**src/rtl/adder_accumulator_ctrl.sv**
```systemverilog
// ---------------------------------------------------------------------------
// adder_accumulator_ctrl
//
// Feeds an external 4-bit full adder from registers, waits a programmable
// settle interval, then captures the adder result into a 4-bit accumulator
// and updates the carry / overflow / zero flags. One operation is in flight
// at a time, offered on a valid/ready handshake.
//
// Parameters
//   SETTLE_CYCLES  cycles the adder inputs are held before capture (1..4)
//
// Ports
//   clk            clock, rising edge
//   rst            synchronous active-high reset
//   in_valid       operation offered
//   in_ready       block can accept an operation (registered)
//   op             00 ADD, 01 SUB, 10 LOAD, 11 CLEAR
//   operand        4-bit operand of the offered operation
//   add_a/add_b    adder operand inputs (registered)
//   add_cin        adder carry-in (registered)
//   add_sum        adder sum output
//   add_cout       adder carry-out
//   acc            accumulator value
//   carry_flag     ADD carry-out, or SUB no-borrow
//   overflow_flag  two's-complement overflow of the last ADD/SUB
//   zero_flag      acc == 0
//   out_valid      one-cycle pulse in the cycle a result becomes visible
// ---------------------------------------------------------------------------
// state  | meaning
// IDLE   | in_ready high, waiting for an operation
// EXEC   | adder inputs held, settle counter running; commit when it hits 0
// DONE   | out_valid pulse, result already visible; back to IDLE next cycle
// ---------------------------------------------------------------------------
module adder_accumulator_ctrl #(
   parameter int unsigned SETTLE_CYCLES = 1
) (
   input  logic       clk,
   input  logic       rst,
   input  logic       in_valid,
   output logic       in_ready,
   input  logic [1:0] op,
   input  logic [3:0] operand,
   output logic [3:0] add_a,
   output logic [3:0] add_b,
   output logic       add_cin,
   input  logic [3:0] add_sum,
   input  logic       add_cout,
   output logic [3:0] acc,
   output logic       carry_flag,
   output logic       overflow_flag,
   output logic       zero_flag,
   output logic       out_valid
);

   typedef enum logic [1:0] {
      S_IDLE = 2'b00,
      S_EXEC = 2'b01,
      S_DONE = 2'b10
   } state_t;

   localparam logic [1:0] OP_ADD   = 2'b00;
   localparam logic [1:0] OP_SUB   = 2'b01;
   localparam logic [1:0] OP_LOAD  = 2'b10;
   localparam logic [1:0] OP_CLEAR = 2'b11;

   // Counter holds SETTLE_CYCLES-1 at most, i.e. 0..3 for the legal range.
   localparam logic [1:0] CNT_LOAD = 2'(SETTLE_CYCLES - 1);

   state_t     state_q,     state_d;
   logic [1:0] cnt_q,       cnt_d;
   logic [1:0] op_q,        op_d;
   logic [3:0] operand_q,   operand_d;
   logic [3:0] add_a_q,     add_a_d;
   logic [3:0] add_b_q,     add_b_d;
   logic       add_cin_q,   add_cin_d;
   logic [3:0] acc_q,       acc_d;
   logic       carry_q,     carry_d;
   logic       overflow_q,  overflow_d;
   logic       zero_q,      zero_d;
   logic       in_ready_q,  in_ready_d;

   logic       accept;
   logic [3:0] commit_acc;
   logic       commit_carry;
   logic       commit_overflow;

   assign accept = in_valid & in_ready_q & (state_q == S_IDLE);

   // Result that would be committed this cycle, based on the latched op.
   // Overflow uses the registered adder inputs, so for SUB the inverted
   // operand is what gets compared.
   always_comb begin
      commit_acc      = 4'd0;
      commit_carry    = 1'b0;
      commit_overflow = 1'b0;
      case (op_q)
         OP_ADD, OP_SUB: begin
            commit_acc      = add_sum;
            commit_carry    = add_cout;
            commit_overflow = (add_a_q[3] == add_b_q[3]) & (add_sum[3] != add_a_q[3]);
         end
         OP_LOAD: begin
            commit_acc = operand_q;
         end
         OP_CLEAR: begin
            commit_acc = 4'd0;
         end
         default: begin
            commit_acc = 4'd0;
         end
      endcase
   end

   always_comb begin
      state_d    = state_q;
      cnt_d      = cnt_q;
      op_d       = op_q;
      operand_d  = operand_q;
      add_a_d    = add_a_q;
      add_b_d    = add_b_q;
      add_cin_d  = add_cin_q;
      acc_d      = acc_q;
      carry_d    = carry_q;
      overflow_d = overflow_q;
      zero_d     = zero_q;

      case (state_q)
         S_IDLE: begin
            if (accept) begin
               op_d      = op;
               operand_d = operand;
               add_a_d   = acc_q;
               // LOAD and CLEAR do not use the adder, so b/cin keep their
               // previous values.
               if (op == OP_ADD) begin
                  add_b_d   = operand;
                  add_cin_d = 1'b0;
               end else if (op == OP_SUB) begin
                  add_b_d   = ~operand;
                  add_cin_d = 1'b1;
               end
               cnt_d   = CNT_LOAD;
               state_d = S_EXEC;
            end
         end
         S_EXEC: begin
            if (cnt_q == 2'd0) begin
               acc_d      = commit_acc;
               carry_d    = commit_carry;
               overflow_d = commit_overflow;
               zero_d     = (commit_acc == 4'd0);
               state_d    = S_DONE;
            end else begin
               cnt_d = cnt_q - 2'd1;
            end
         end
         S_DONE: begin
            state_d = S_IDLE;
         end
         default: begin
            state_d = S_IDLE;
         end
      endcase

      // Registered copy of "next state is IDLE" so in_ready is low during
      // reset and rises only on the first edge with rst released.
      in_ready_d = (state_d == S_IDLE);
   end

   always_ff @(posedge clk) begin
      if (rst) begin
         state_q    <= S_IDLE;
         cnt_q      <= 2'd0;
         op_q       <= OP_ADD;
         operand_q  <= 4'd0;
         add_a_q    <= 4'd0;
         add_b_q    <= 4'd0;
         add_cin_q  <= 1'b0;
         acc_q      <= 4'd0;
         carry_q    <= 1'b0;
         overflow_q <= 1'b0;
         zero_q     <= 1'b1;
         in_ready_q <= 1'b0;
      end else begin
         state_q    <= state_d;
         cnt_q      <= cnt_d;
         op_q       <= op_d;
         operand_q  <= operand_d;
         add_a_q    <= add_a_d;
         add_b_q    <= add_b_d;
         add_cin_q  <= add_cin_d;
         acc_q      <= acc_d;
         carry_q    <= carry_d;
         overflow_q <= overflow_d;
         zero_q     <= zero_d;
         in_ready_q <= in_ready_d;
      end
   end

   assign in_ready      = in_ready_q;
   assign out_valid     = (state_q == S_DONE);
   assign add_a         = add_a_q;
   assign add_b         = add_b_q;
   assign add_cin       = add_cin_q;
   assign acc           = acc_q;
   assign carry_flag    = carry_q;
   assign overflow_flag = overflow_q;
   assign zero_flag     = zero_q;

endmodule

```
**config.mk**
```make
export PLATFORM = sky130hd
export DESIGN_NAME = adder_accumulator_ctrl
export DESIGN_NICKNAME = d
export VERILOG_FILES = /design/src/rtl/adder_accumulator_ctrl.sv
export SDC_FILE = /design/constraint.sdc
export NUM_CORES = 1
export LEC_CHECK = 0
export BUFFER_PORTS_ARGS = -buffer_cell sky130_fd_sc_hd__buf_4
export CAP_MARGIN = 25
export CORE_ASPECT_RATIO = 1.5
export CORE_MARGIN = 8
export CORE_UTILIZATION = 53
export CTS_BUF_LIST = sky130_fd_sc_hd__clkbuf_8
export CTS_CLUSTER_SIZE = 24
export DETAILED_ROUTE_END_ITERATION = 10
export GPL_ROUTABILITY_DRIVEN = 0
export PLACE_DENSITY = 0.8
export RECOVER_POWER = 50
export SLEW_MARGIN = 10
export SYNTH_ARGS = -nofsm -noshare
export SYNTH_HDL_FRONTEND = slang
export SYNTH_SLANG_ARGS = --single-unit
```
**constraint.sdc**
```tcl
create_clock -name clk -period 1.75 [get_ports clk]
set_clock_uncertainty 0.1 [all_clocks]
set_input_delay 0.35 -clock clk [delete_from_list [all_inputs] [get_ports clk]]
set_output_delay 0.35 -clock clk [all_outputs]
set_load 0.03 [all_outputs]
```
# After elaboration in Yosys (flattened, before gate mapping)
# Cells that the tools add are included.
[totals] register_bits=27 in_bits=14
[classes] n_addsub=1 eq_ne=10 mux=13 bitwise_logic=4 reduce_logical=13
[op_table] cell="case mux 4 bit (3 select lines)" n=1
[op_table] cell="zero test 2 bit" n=5
[op_table] cell="2-to-1 mux 2 bit" n=4
[op_table] cell="2-to-1 mux 4 bit" n=2
[op_table] cell="case mux 2 bit (2 select lines)" n=2
[op_table] cell="== test 2 x 1 -> 1 bit, second input constant" n=3
[op_table] cell="== test 2 bit, second input constant" n=3
[op_table] cell="AND reduction 3 bit" n=2
[op_table] cell="zero test 4 bit" n=1
[op_table] cell="2-to-1 mux 1 bit" n=4
[op_table] cell="!= test 2 bit, second input constant" n=2
[op_table] cell="inverter 4 bit" n=1
[op_table] cell="AND reduction 2 bit" n=2
[op_table] cell="nonzero test 2 bit" n=2
[op_table] cell="bitwise AND 1 bit" n=3
[op_table] cell="OR reduction 2 bit" n=1
[op_table] cell="subtractor 2 x 1 -> 2 bit, second input constant" n=1
[op_table] cell="== test 1 bit" n=1
[op_table] cell="!= test 1 bit" n=1

# Logic depth before layout (Yosys ltp)
# Gate-level depths: netlist (run 1).
[logic_depth] word_depth=5 ltp_mapped=6 mapped_depth_nobuf=5

# Worst setup path after synthesis (run 1)
# No wires, ideal clock.
[synth_timing] path_type="reg2reg" startpoint="register cnt_q[0]" endpoint="register cnt_q[1]" setup_ns=0.128 arrival_time_ns=1.197 t_required_ns=1.522 path_slack_ns=0.325 path_stages_with_launch=6 period_less_slack_ns=1.425 cell_sequence="dfxtp_1 inv_1 ha_1 or3b_4 a31oi_1 nor2_1"
[synth_between] elab_chain_len=3 word_cells_on_any_way=6
[synth_rtl] item="start: declaration" line_no="70" source="logic [1:0] cnt_q, cnt_d;"
[synth_rtl] item="start signal: assignment" line_no="186" source="cnt_q <= cnt_d;"
[synth_rtl] item="subtractor 2 x 1 -> 2 bit / zero test 2 bit (equally long branches)" line_no="154, 147"
[synth_rtl] item="2-to-1 mux 2 bit / != test 2 bit (equally long branches)"
[synth_rtl] item="case mux 2 bit (2 select lines) / AND reduction 3 bit (equally long branches)"
# Several ways; a longest one is shown, not always the timed one. The select of a mux whose other input is x is not followed.
# A chain may end at the register's enable or synchronous reset.

# Final worst setup path (run 1)
[layout_timing] startpoint="register cnt_q[0]" endpoint="register acc_q[2], in the netlist acc[2]"
[layout_between] elab_chain_len=2
[layout_rtl] item="zero test 2 bit" line_no="147" source="if (cnt_q == 2'd0) begin"
[layout_rtl] item="AND reduction 2 bit (no line)"
[layout_rtl] item="end signal: assignment" line_no="179" source="acc_q <= 4'd0;"
[layout_rtl] item="end signal: assignment" line_no="192" source="acc_q <= acc_d;"
[layout_rtl] item="end: declaration" line_no="76" source="logic [3:0] acc_q, acc_d;"
# No other way between the ends.

==> results of run 1 <==
## flip-flops by register name (all words and copies together), names as in the netlist
| signal | flops |
|---|---|
| add_a | 4 |
| op_q | 2 |
| overflow_flag | 1 |
| add_cin | 1 |
| in_ready | 1 |
| zero_flag | 1 |
| state_q | 2 |
| carry_flag | 1 |
| add_b | 4 |
| operand_q | 4 |
| cnt_q | 2 |
| acc | 4 |
## per-stage QoR
step | power [uW] | instance area, sq um | util (%) | cells
floorplan | 792 | 1190 | - | 135
global placement | 855 | 1410 | 64.4 | 180
detailed placement | 860 | 1410 | 64.4 | 180
CTS | 1210 | 1450 | 66.6 | 184
global route | 1240 | 1400 | 64.1 | 184
finish | 1190 | 1400 | 64.1 | 184
## worst max-delay path by stage
stage / end / slack (ns) / start / cells after the start
3_5_place_dp: acc[2] / 0.22 / cnt_q[0] / 5
5_1_grt: acc[2] / 0.04 / cnt_q[0] / 5
4_1_cts: acc[2] / 0.18 / cnt_q[0] / 5
6_report: acc[2] / 0.14 / cnt_q[0] / 5
2_1_floorplan: cnt_q[1] / 0.33 / cnt_q[0] / 5
3_3_place_gp: cnt_q[1] / 0.30 / cnt_q[0] / 5
## worst register-to-register path, stage by stage, from the launching register on
cell and delay (ns):
dfxtp_1 0.32, inv_1 0.11, ha_1 0.23, and3b_1 0.37, nor2_1 0.09, a311oi_1 0.29
## placed cells by master (no fill, tap or decap), drive strengths merged
cell	count
a211o	1
a21oi	20
a311oi	4
a31oi	1
and3b	1
and4bb	1
buf	18
clkbuf	17
clkinv	1
dfxtp	27
ha	1
inv	2
nand2	23
nand2b	5
nand3	1
nand3b	8
nand4bb	1
nor2	6
nor2b	1
nor3	1
nor4	2
nor4b	1
o21ai	6
o22ai	1
or2b	1
or3	4
or3b	2
xnor2	4
## power by group through the flow
stage                     clock network, uW  registers (uW)  logic [uW]
after detailed placement                  0             676         184
after global routing                    389             666         188
after floorplan                           0             700        92.0
after global placement                    0             674         181
after CTS                               364             662         184
final                                   353             662         173
## kinds of logic after synthesis
logic type | share of synthesized area [%]
xor+xnor | 2.95
buf+inv | 5.05
flops | 45.5
simple gates | 29.2
fa+ha+maj | 1.05
compound gates | 16.3
## layer usage
metal | share of wire, % | vias to the layer above | global-route usage, %
met4 | 2.0 | 0 | 6.59
met2 | 55 | 15 | 24.9
met3 | 3.5 | 5 | 2.20
li1 | - | 518 | -
met1 | 40 | 483 | 14.9
met5 | 0 | - | 0
## final cells by class
| cell class | instances | area [sq um] | area share (%) |
|---|---|---|---|
| multi-input cells | 96 | 588 | 42.0 |
| flip-flops and latches | 27 | 541 | 38.6 |
| repair buffers | 32 | 188 | 13.4 |
| clock buffers | 3 | 41.3 | 2.95 |
| well taps | 23 | 28.8 | 2.06 |
| inverters | 2 | 7.51 | 0.537 |
| clock inverters | 1 | 5.00 | 0.358 |
==> metrics.md, run 1 <==
| Metric | Value |
|---|---|
| Switching part of the total | `26.9%` |
| Critical path class | `reg2reg` |
| Sequential element share of the synthesized area | `45.5%` |
| Largest net degree at the start of global routing | `28` |
| Diode count | `0` |
| H-tree depth | `1` |
| IO Port Bufs | `31` |
| Hold Crit Class | `in2reg` |
| Area share of the largest cell type after synthesis | `45.5%` |
| Rel. slew slack | `70.1%` |
| Worst Hold Path EP | `operand_q[1]` |
| Minimum clock period | `1.61 ns` |
| Crit-path max cell delay | `0.37 ns` |
| Hold_buf cts | `0` |
| Clk sinks | `27` |
| R2R setup slack | `0.14 ns` |
| DRT iter0 DRCs | `22` |
| Slew Limit Fails | `0` |
| Post-CTS Setup Bufs | `0` |
| Die height | `74 microns` |
| Post-synth EDFFs | `0` |
| Tcrit/Tclk final | `91.8%` |
| PostCTS Resize Cnt | `0` |
| Ys flop type | `dfxtp_1` |
| Dpl hpwl | `2060 microns` |
| Outcome | `finished, final reports clean` |
| Total wire length | `2720 microns` |
| RSZ-0062 raised after global routing | `false` |
| Gate power share | `14.5%` |
| Critical Path AT | `1.69 ns` |
| CTS root buffer | `clkbuf_8` |
| FFs w/ async S/R, synth | `0%` |
| Fmax achieved | `622 MHz` |
| Most common cell in the netlist | `dfxtp_1` |
| Critical-path cell list | `inv_1 > ha_1 > and3b_1 > nor2_1 > a311oi_1` |
| Layout area overhead | `17.7%` |
| Vias per inst | `5.55` |
| Clock latency on the worst-skew pair | `0.28 ns` |
| Cells after Synth | `135` |
| Fin Setup TNS | `0 ns` |
| Final worst slack | `0.143 ns` |
| #FFs+latches synth | `27` |
| Clock power share | `29.7%` |
| VDD IR max | `549 uV` |
| Avg Inst Size Synth | `8.80 sq um` |
| Detail Route Antenna Nets | `0` |
| Max_cap viols | `0` |
| Num CTS Buffers | `3` |
| Static leakage | `0.000498 uW` |
| Routed vias | `1,021` |
| Die W | `54.7 microns` |
| Drt wl/cell | `14.8 microns` |
| Worst-path clk slew | `0.09 ns` |
| I/O pin count | `32` |
| GRT overflow | `0` |
| CP Launch Type | `flop` |
| CP max stage cell | `and3b_1` |
| # setup viols final | `0` |
| Dominant cell type by area after synthesis | `dfxtp_1` |
| Initial antenna violation count | `0` |
| Share of cells above drive strength 1 | `16.8%` |
| CP Capture Type | `flop` |
| Pwr dens | `849 nW/um^2` |
| Synth top area cells | `dfxtp_1 45%, a21oi_1 7.6%, nand2_1 7.3%` |
| Drt pass-1 iters | `4` |
| Total of warnings raised by yosys | `0` |
| Sw Pwr | `320 uW` |
| Int Pwr | `868 uW` |
| Number of global-route vias before repair | `1,001` |
| Tightest Pin Transition | `0.448 ns` |
| Cell variety after synth | `34` |
| R2R cell count | `5` |
| Crit path max-delay family | `simple AND/OR/NAND/NOR gates` |
| Num rows | `21` |
| Die area | `4050 sq um` |
| Synth cell count leaders | `27 x dfxtp_1, 23 x nand2_1, 18 x a21oi_1, 8 x nand3b_1` |
| Hold Crit Depth | `3` |
| Hold WS | `0.228 ns` |
| Clock tree buffer depth | `2` |
| Worst r2r src | `cnt_q[0]` |
| Core area | `2180 sq um` |
| Critical path peak fanout | `10` |
| Syn Std Cell Area | `1190 sq um` |
| Starting Density | `54.5%` |
| Final hold viol count | `0` |
| Post-Syn Nets | `150` |
| Sequential Power Share | `55.7%` |
| Fillers | `199` |
| CTS tree | `yes` |
| Nets | `177` |
| Critical R2R Capture | `acc[2]` |
| Worst slack at placement | `0.222 ns` |
| Worst hold start | `operand[1]` |
| GRT Total Usage | `13.9%` |
| Drt drc | `0` |
| Worst endpoint required time | `1.83 ns` |
| First-pass GRT wire length | `4320 microns` |
| Buf+Inv Stages, Crit Path | `1` |
No activity file was read; power rests on OpenSTA's default activity.
==> inputs of run 2 (changes only) <==
--- a/config.mk
+++ b/config.mk
@@ -17,4 +17,5 @@
 export PLACE_DENSITY = 0.8
 export RECOVER_POWER = 50
+export SETUP_SLACK_MARGIN = 0.5
 export SLEW_MARGIN = 10
 export SYNTH_ARGS = -nofsm -noshare
==> constraint.sdc (replaced) <==
create_clock -name clk -period 1.75 [get_ports clk]
set_clock_uncertainty 0.1 [all_clocks]
set_input_delay 0.0875 -clock clk [delete_from_list [all_inputs] [get_ports clk]]
set_output_delay 0.0875 -clock clk [all_outputs]
set_load 0.03 [all_outputs]
==> run 2 against run 1 <==
Highest routed layer unchanged. Cell count grew 9.8%. Non-clock buffer count up 15. Count of clock-buffer cells in the layout stayed put. Critical path depth shrank 1. Wire length grew 23%. Sequential power is essentially flat. Sequential share of layout area shrank 4.4 points. Critical endpoint is now add_b[3]. Final area increased by 15%. Largest power group unchanged. Total power is 2.9% higher. First-iteration DRC count rose to 3.0 times the previous value. Via count rose by 15%. Critical path type unchanged. Largest cell class unchanged.
==> metrics.md, run 2 (synthesis results as in run 1) <==
| Metric | Value |
|---|---|
| Clock latency on the worst-skew pair | `0.27 ns` |
| CTS root buffer | `clkbuf_8` |
| Layout area overhead | `35.8%` |
| Rel. slew slack | `72.3%` |
| Core area | `2180 sq um` |
| Num CTS Buffers | `3` |
| Worst-path clk slew | `0.09 ns` |
| Most frequent cells in the layout | `23 x nand2_1, 21 x dfxtp_1, 20 x buf_4` |
| Fin area | `1610 sq um` |
| CP Capture Type | `flop` |
| Drt wl/cell | `16.6 microns` |
| Most common cell after layout, fill and taps aside | `nand2_1` |
| Nets | `195` |
| IO Port Bufs | `31` |
| Critical path class | `reg2reg` |
| CP Launch Type | `flop` |
| Diode count | `0` |
| Initial antenna violation count | `0` |
| I/O pin count | `32` |
| Largest net degree at the start of global routing | `28` |
| GRT Total Usage | `16.9%` |
| Vias per inst | `5.82` |
| Max_cap viols | `0` |
| DRT iter0 DRCs | `65` |
| Starting Density | `54.5%` |
| Critical-path cell list | `nand4bb_4 > clkbuf_1 > o21ai_0 > a21oi_1` |
| Drt drc | `0` |
| H-tree depth | `1` |
| Static leakage | `0.000581 uW` |
| Placed Area | `1430 sq um` |
| Routed vias | `1,176` |
| VDD IR max | `667 uV` |
| Critical path peak fanout | `10` |
| Die height | `74 microns` |
| Tcrit/Tclk final | `82.5%` |
| Crit-path max cell delay | `0.45 ns` |
| Drt pass-1 iters | `4` |
| First-pass GRT wire length | `5240 microns` |
| GRT overflow | `0` |
| Total wire length | `3350 microns` |
| Worst endpoint required time | `1.85 ns` |
| Tightest Pin Transition | `0.415 ns` |
| # setup viols final | `0` |
| Clk sinks | `27` |
| Pwr dens | `757 nW/um^2` |
| RSZ-0062 raised after global routing | `true` |
| Outcome | `finished, final reports clean` |
| Hold Crit Class | `in2reg` |
| Fmax achieved | `693 MHz` |
| Minimum clock period | `1.44 ns` |
| Fin Setup TNS | `0 ns` |
| Dpl hpwl | `2060 microns` |
| Critical Path AT | `1.54 ns` |
| Clock tree buffer depth | `2` |
| R2R setup slack | `0.31 ns` |
| Final Util | `74.0%` |
| Number of global-route vias before repair | `1,163` |
| Die W | `54.7 microns` |
| Detail Route Antenna Nets | `0` |
| CP max stage cell | `dfxtp_2` |
| Overall Power | `1220 uW` |
| CTS tree | `yes` |
| Share of cells above drive strength 1 | `27.9%` |
| Num rows | `21` |
| Die area | `4050 sq um` |
| Slew Limit Fails | `0` |
| Final hold viol count | `0` |
-- run 2: cell count changes in the layout (fill, tap and decap cells not counted), moves of 3 or more --
cell / change
buf_6: +5
dlygate4sd3_1: +5
clkbuf_1: +3
dfxtp_2: +4
dfxtp_1: -6
-- run 2: layer usage --
layer | vias up | track usage [%] | share of wire (%)
met2 | 48 | 29.7 | 54
met5 | - | 0 | 0
met4 | 0 | 6.59 | 1.4
li1 | 566 | - | -
met1 | 556 | 18.9 | 39
met3 | 6 | 3.00 | 5.3
-- run 2: repair_timing --
| action | CTS | global route |
|---|---|---|
| cloned | 2 | 1 |
| buffers inserted | 6 | 4 |
| endpoints found under the hold margin | 5 | 0 |
| hold buffers | 5 | 0 |
| pin swaps | 8 | 17 |
| gates resized for setup | 7 | 10 |
| setup endpoints to repair | 25 | 23 |
-- run 2: path summary, 6_finish.rpt --
path	from	end	cells after the start
setup / recovery	state_q[0]	add_b[3]	4
hold / removal	add_sum[1]	acc[1]	3
setup reg to reg	state_q[0]	add_b[3]	4
hold reg to reg	carry_flag	carry_flag	2
-- run 2: stage by stage --
step                cells  hold slack (ns)  worst slack [ns]
global placement      180            0.261             0.297
floorplan             135            0.123             0.423
CTS                   197          0.00475             0.365
detailed placement    180            0.262             0.262
global route          202           0.0142             0.182
finish                202           0.0121             0.307
-- run 2: final cells by class --
type / instances / area [sq um]
timing repair buffer: 47 / 320
inverter: 2 / 10.0
fill: 162 / 567
clock inverter: 1 / 5.00
tap: 23 / 28.8
clock buffer: 3 / 41.3
multi-input combinational: 99 / 656
sequential: 27 / 553
-- run 2: worst max-delay path, delay by kind of cell (launching register included) --
family	cells	cell delay (ns)
AND/OR/NAND/NOR	1	0.21
buffers and inverters	1	0.35
AO/OA/AOI/OAI	2	0.26
flip-flops	1	0.45
-- run 2: power breakdown --
group          internal, uW  total (uW)  switching (uW)
combinational          94.9         210             115
sequential              637         664            27.6
clock                   159         347             188
total                   891        1220             330
==> inputs of run 3 (changes only) <==
- CORE_UTILIZATION: 53 -> 48
- PLACE_DENSITY: 0.8 -> 0.77
- clock period: 1.75 -> 1.3 ns (I/O delays scaled with it)
==> run 3 against run 2 <==
The flow now finishes with violations (hold timing, setup timing). Total power grew 40%. Worst setup slack worse by 0.39 ns. Maximum frequency rose by 4.1%. Final area up 14%. First-iteration DRC count decreased by 58%. Hold slack worse by 0.030 ns.
==> metrics.md, run 3 (synthesis results as in run 1) <==
| Metric | Value |
|---|---|
| Worst r2r src | `cnt_q[1]` |
| CTS root buffer | `clkbuf_8` |
| Starting Density | `49.6%` |
| Diode count | `0` |
| GRT Total Usage | `13.9%` |
| Max_cap viols | `0` |
| Minimum clock period | `1.39 ns` |
| Critical-path cell list | `inv_2 > ha_4 > or3b_4 > nand2b_4 > a21oi_2` |
| Largest net degree at the start of global routing | `28` |
| Fin Setup TNS | `-0.366 ns` |
| R2R setup slack | `-0.09 ns` |
| Worst endpoint required time | `1.40 ns` |
| Sw Pwr | `459 uW` |
| Fmax achieved | `721 MHz` |
| Final worst slack | `-0.0866 ns` |
| Critical Path AT | `1.49 ns` |
| Most common cell after layout, fill and taps aside | `buf_4` |
| Hold_buf cts | `4` |
| Sequential Power Share | `52.7%` |
| Vias per inst | `5.66` |
| RSZ-0062 raised after global routing | `true` |
| CP Capture Type | `flop` |
| Die height | `76.9 microns` |
| CP max stage cell | `or3b_4` |
| GRT overflow | `0` |
| CP Launch Type | `flop` |
| Switching part of the total | `26.9%` |
| Clk sinks | `27` |
| Crit path launch | `cnt_q[1]` |
| Hold Crit Class | `in2reg` |
| Core area | `2390 sq um` |
| Worst slack at placement | `-0.0865 ns` |
| Layout area overhead | `55.4%` |
| VDD IR max | `860 uV` |
| Critical path class | `reg2reg` |
| Final hold viol count | `4` |
| First-pass GRT wire length | `5160 microns` |
| H-tree depth | `1` |
| Violated checks | `hold timing, setup timing` |
| Rel. slew slack | `73.4%` |
| Outcome | `finished, violations left` |
| Tightest Pin Transition | `0.398 ns` |
| Most frequent cells in the layout | `26 x buf_4, 23 x buf_6, 20 x nand2_1` |
| I/O pin count | `32` |
| Initial antenna violation count | `0` |
| Fillers | `151` |
| Drt pass-1 iters | `4` |
| Gate power share | `20.1%` |
| # setup viols final | `11` |
| Total wire length | `3530 microns` |
| Slew Limit Fails | `0` |
| Clock tree buffer depth | `2` |
| Routed vias | `1,177` |
| Die W | `56.6 microns` |
| Worst-path clk slew | `0.09 ns` |
| Static leakage | `0.000710 uW` |
| Drt drc | `0` |
| Clock power share | `27.2%` |
| Int Pwr | `1250 uW` |
| Clock latency on the worst-skew pair | `0.27 ns` |
| Hold WS | `-0.0175 ns` |
| IO Port Bufs | `31` |
| Num CTS Buffers | `3` |
| Share of cells above drive strength 1 | `52.7%` |
| Num rows | `22` |
| Dpl hpwl | `2120 microns` |
| Worst hold start | `add_cout` |
| Detail Route Antenna Nets | `0` |
| Crit-path max cell delay | `0.41 ns` |
| Tcrit/Tclk final | `107%` |
| CTS tree | `yes` |
| Critical path peak fanout | `5` |
| Nets | `200` |
| Drt wl/cell | `17.0 microns` |
| DRT iter0 DRCs | `27` |
| Number of global-route vias before repair | `1,080` |
| Buf+Inv Stages, Crit Path | `1` |
| Crit path max-delay family | `simple AND/OR/NAND/NOR gates` |
| Pwr dens | `924 nW/um^2` |
| Die area | `4360 sq um` |
-- run 3: worst paths after layout --
kind,endpoint,cells past startpoint
min,carry_flag,3
max,cnt_q[0],5
min reg2reg,carry_flag,2
max reg2reg,cnt_q[0],5
-- run 3: per-layer routing --
layer  vias to the layer above  part of all wire [%]  global-route usage (%)
met5                         -                     0                       0
met4                         0                  0.65                    3.62
met3                         2                   4.8                    1.98
met2                        44                    56                    24.6
met1                       563                    38                    16.7
li1                        568                     -                       -
-- run 3: worst reg2reg max path, cell delays in order (launching register included) --
cell      delay [ns]
dfxtp_2         0.34
inv_2           0.05
ha_4            0.16
or3b_4          0.41
nand2b_4        0.16
a21oi_2         0.10
-- run 3: metrics by stage --
stage | utilization (%) | hold WS (ns) | total power [uW] | area, sq um | cells
after global routing | 77.1 | -0.0186 | 1780 | 1850 | 208
after CTS | 72.1 | -0.0297 | 1690 | 1730 | 201
after detailed placement | 62.7 | 0.249 | 1180 | 1500 | 188
after floorplan | - | 0.105 | 1080 | 1240 | 135
after global placement | 62.7 | 0.243 | 1170 | 1500 | 188
final | 77.1 | -0.0175 | 1710 | 1850 | 208
-- run 3: layout make-up --
cell class,count,area [sq um],share of cell area [%]
clock inverters,1,5.00,0.271
clock buffers,3,41.3,2.24
well taps,24,30.0,1.63
multi-input cells,97,674,36.5
repair buffers,54,514,27.8
flip-flops and latches,27,574,31.1
inverters,2,7.51,0.407
-- run 3: timing repair --
item / CTS / global route
pin swaps: 3 / 3
gates cloned: 0 / 1
hold endpoints to repair: 10 / 4
setup endpoints to repair: 45 / 45
resized for setup: 38 / 16
setup buffers: 5 / 6
-- run 3: power groups by stage --
stage	Sequential, uW	Clock, uW	Combinational, uW
detailed placement	908	0	270
global route	904	512	363
global placement	907	0	265
CTS	896	482	309
finish	899	465	342
floorplan	943	0	133
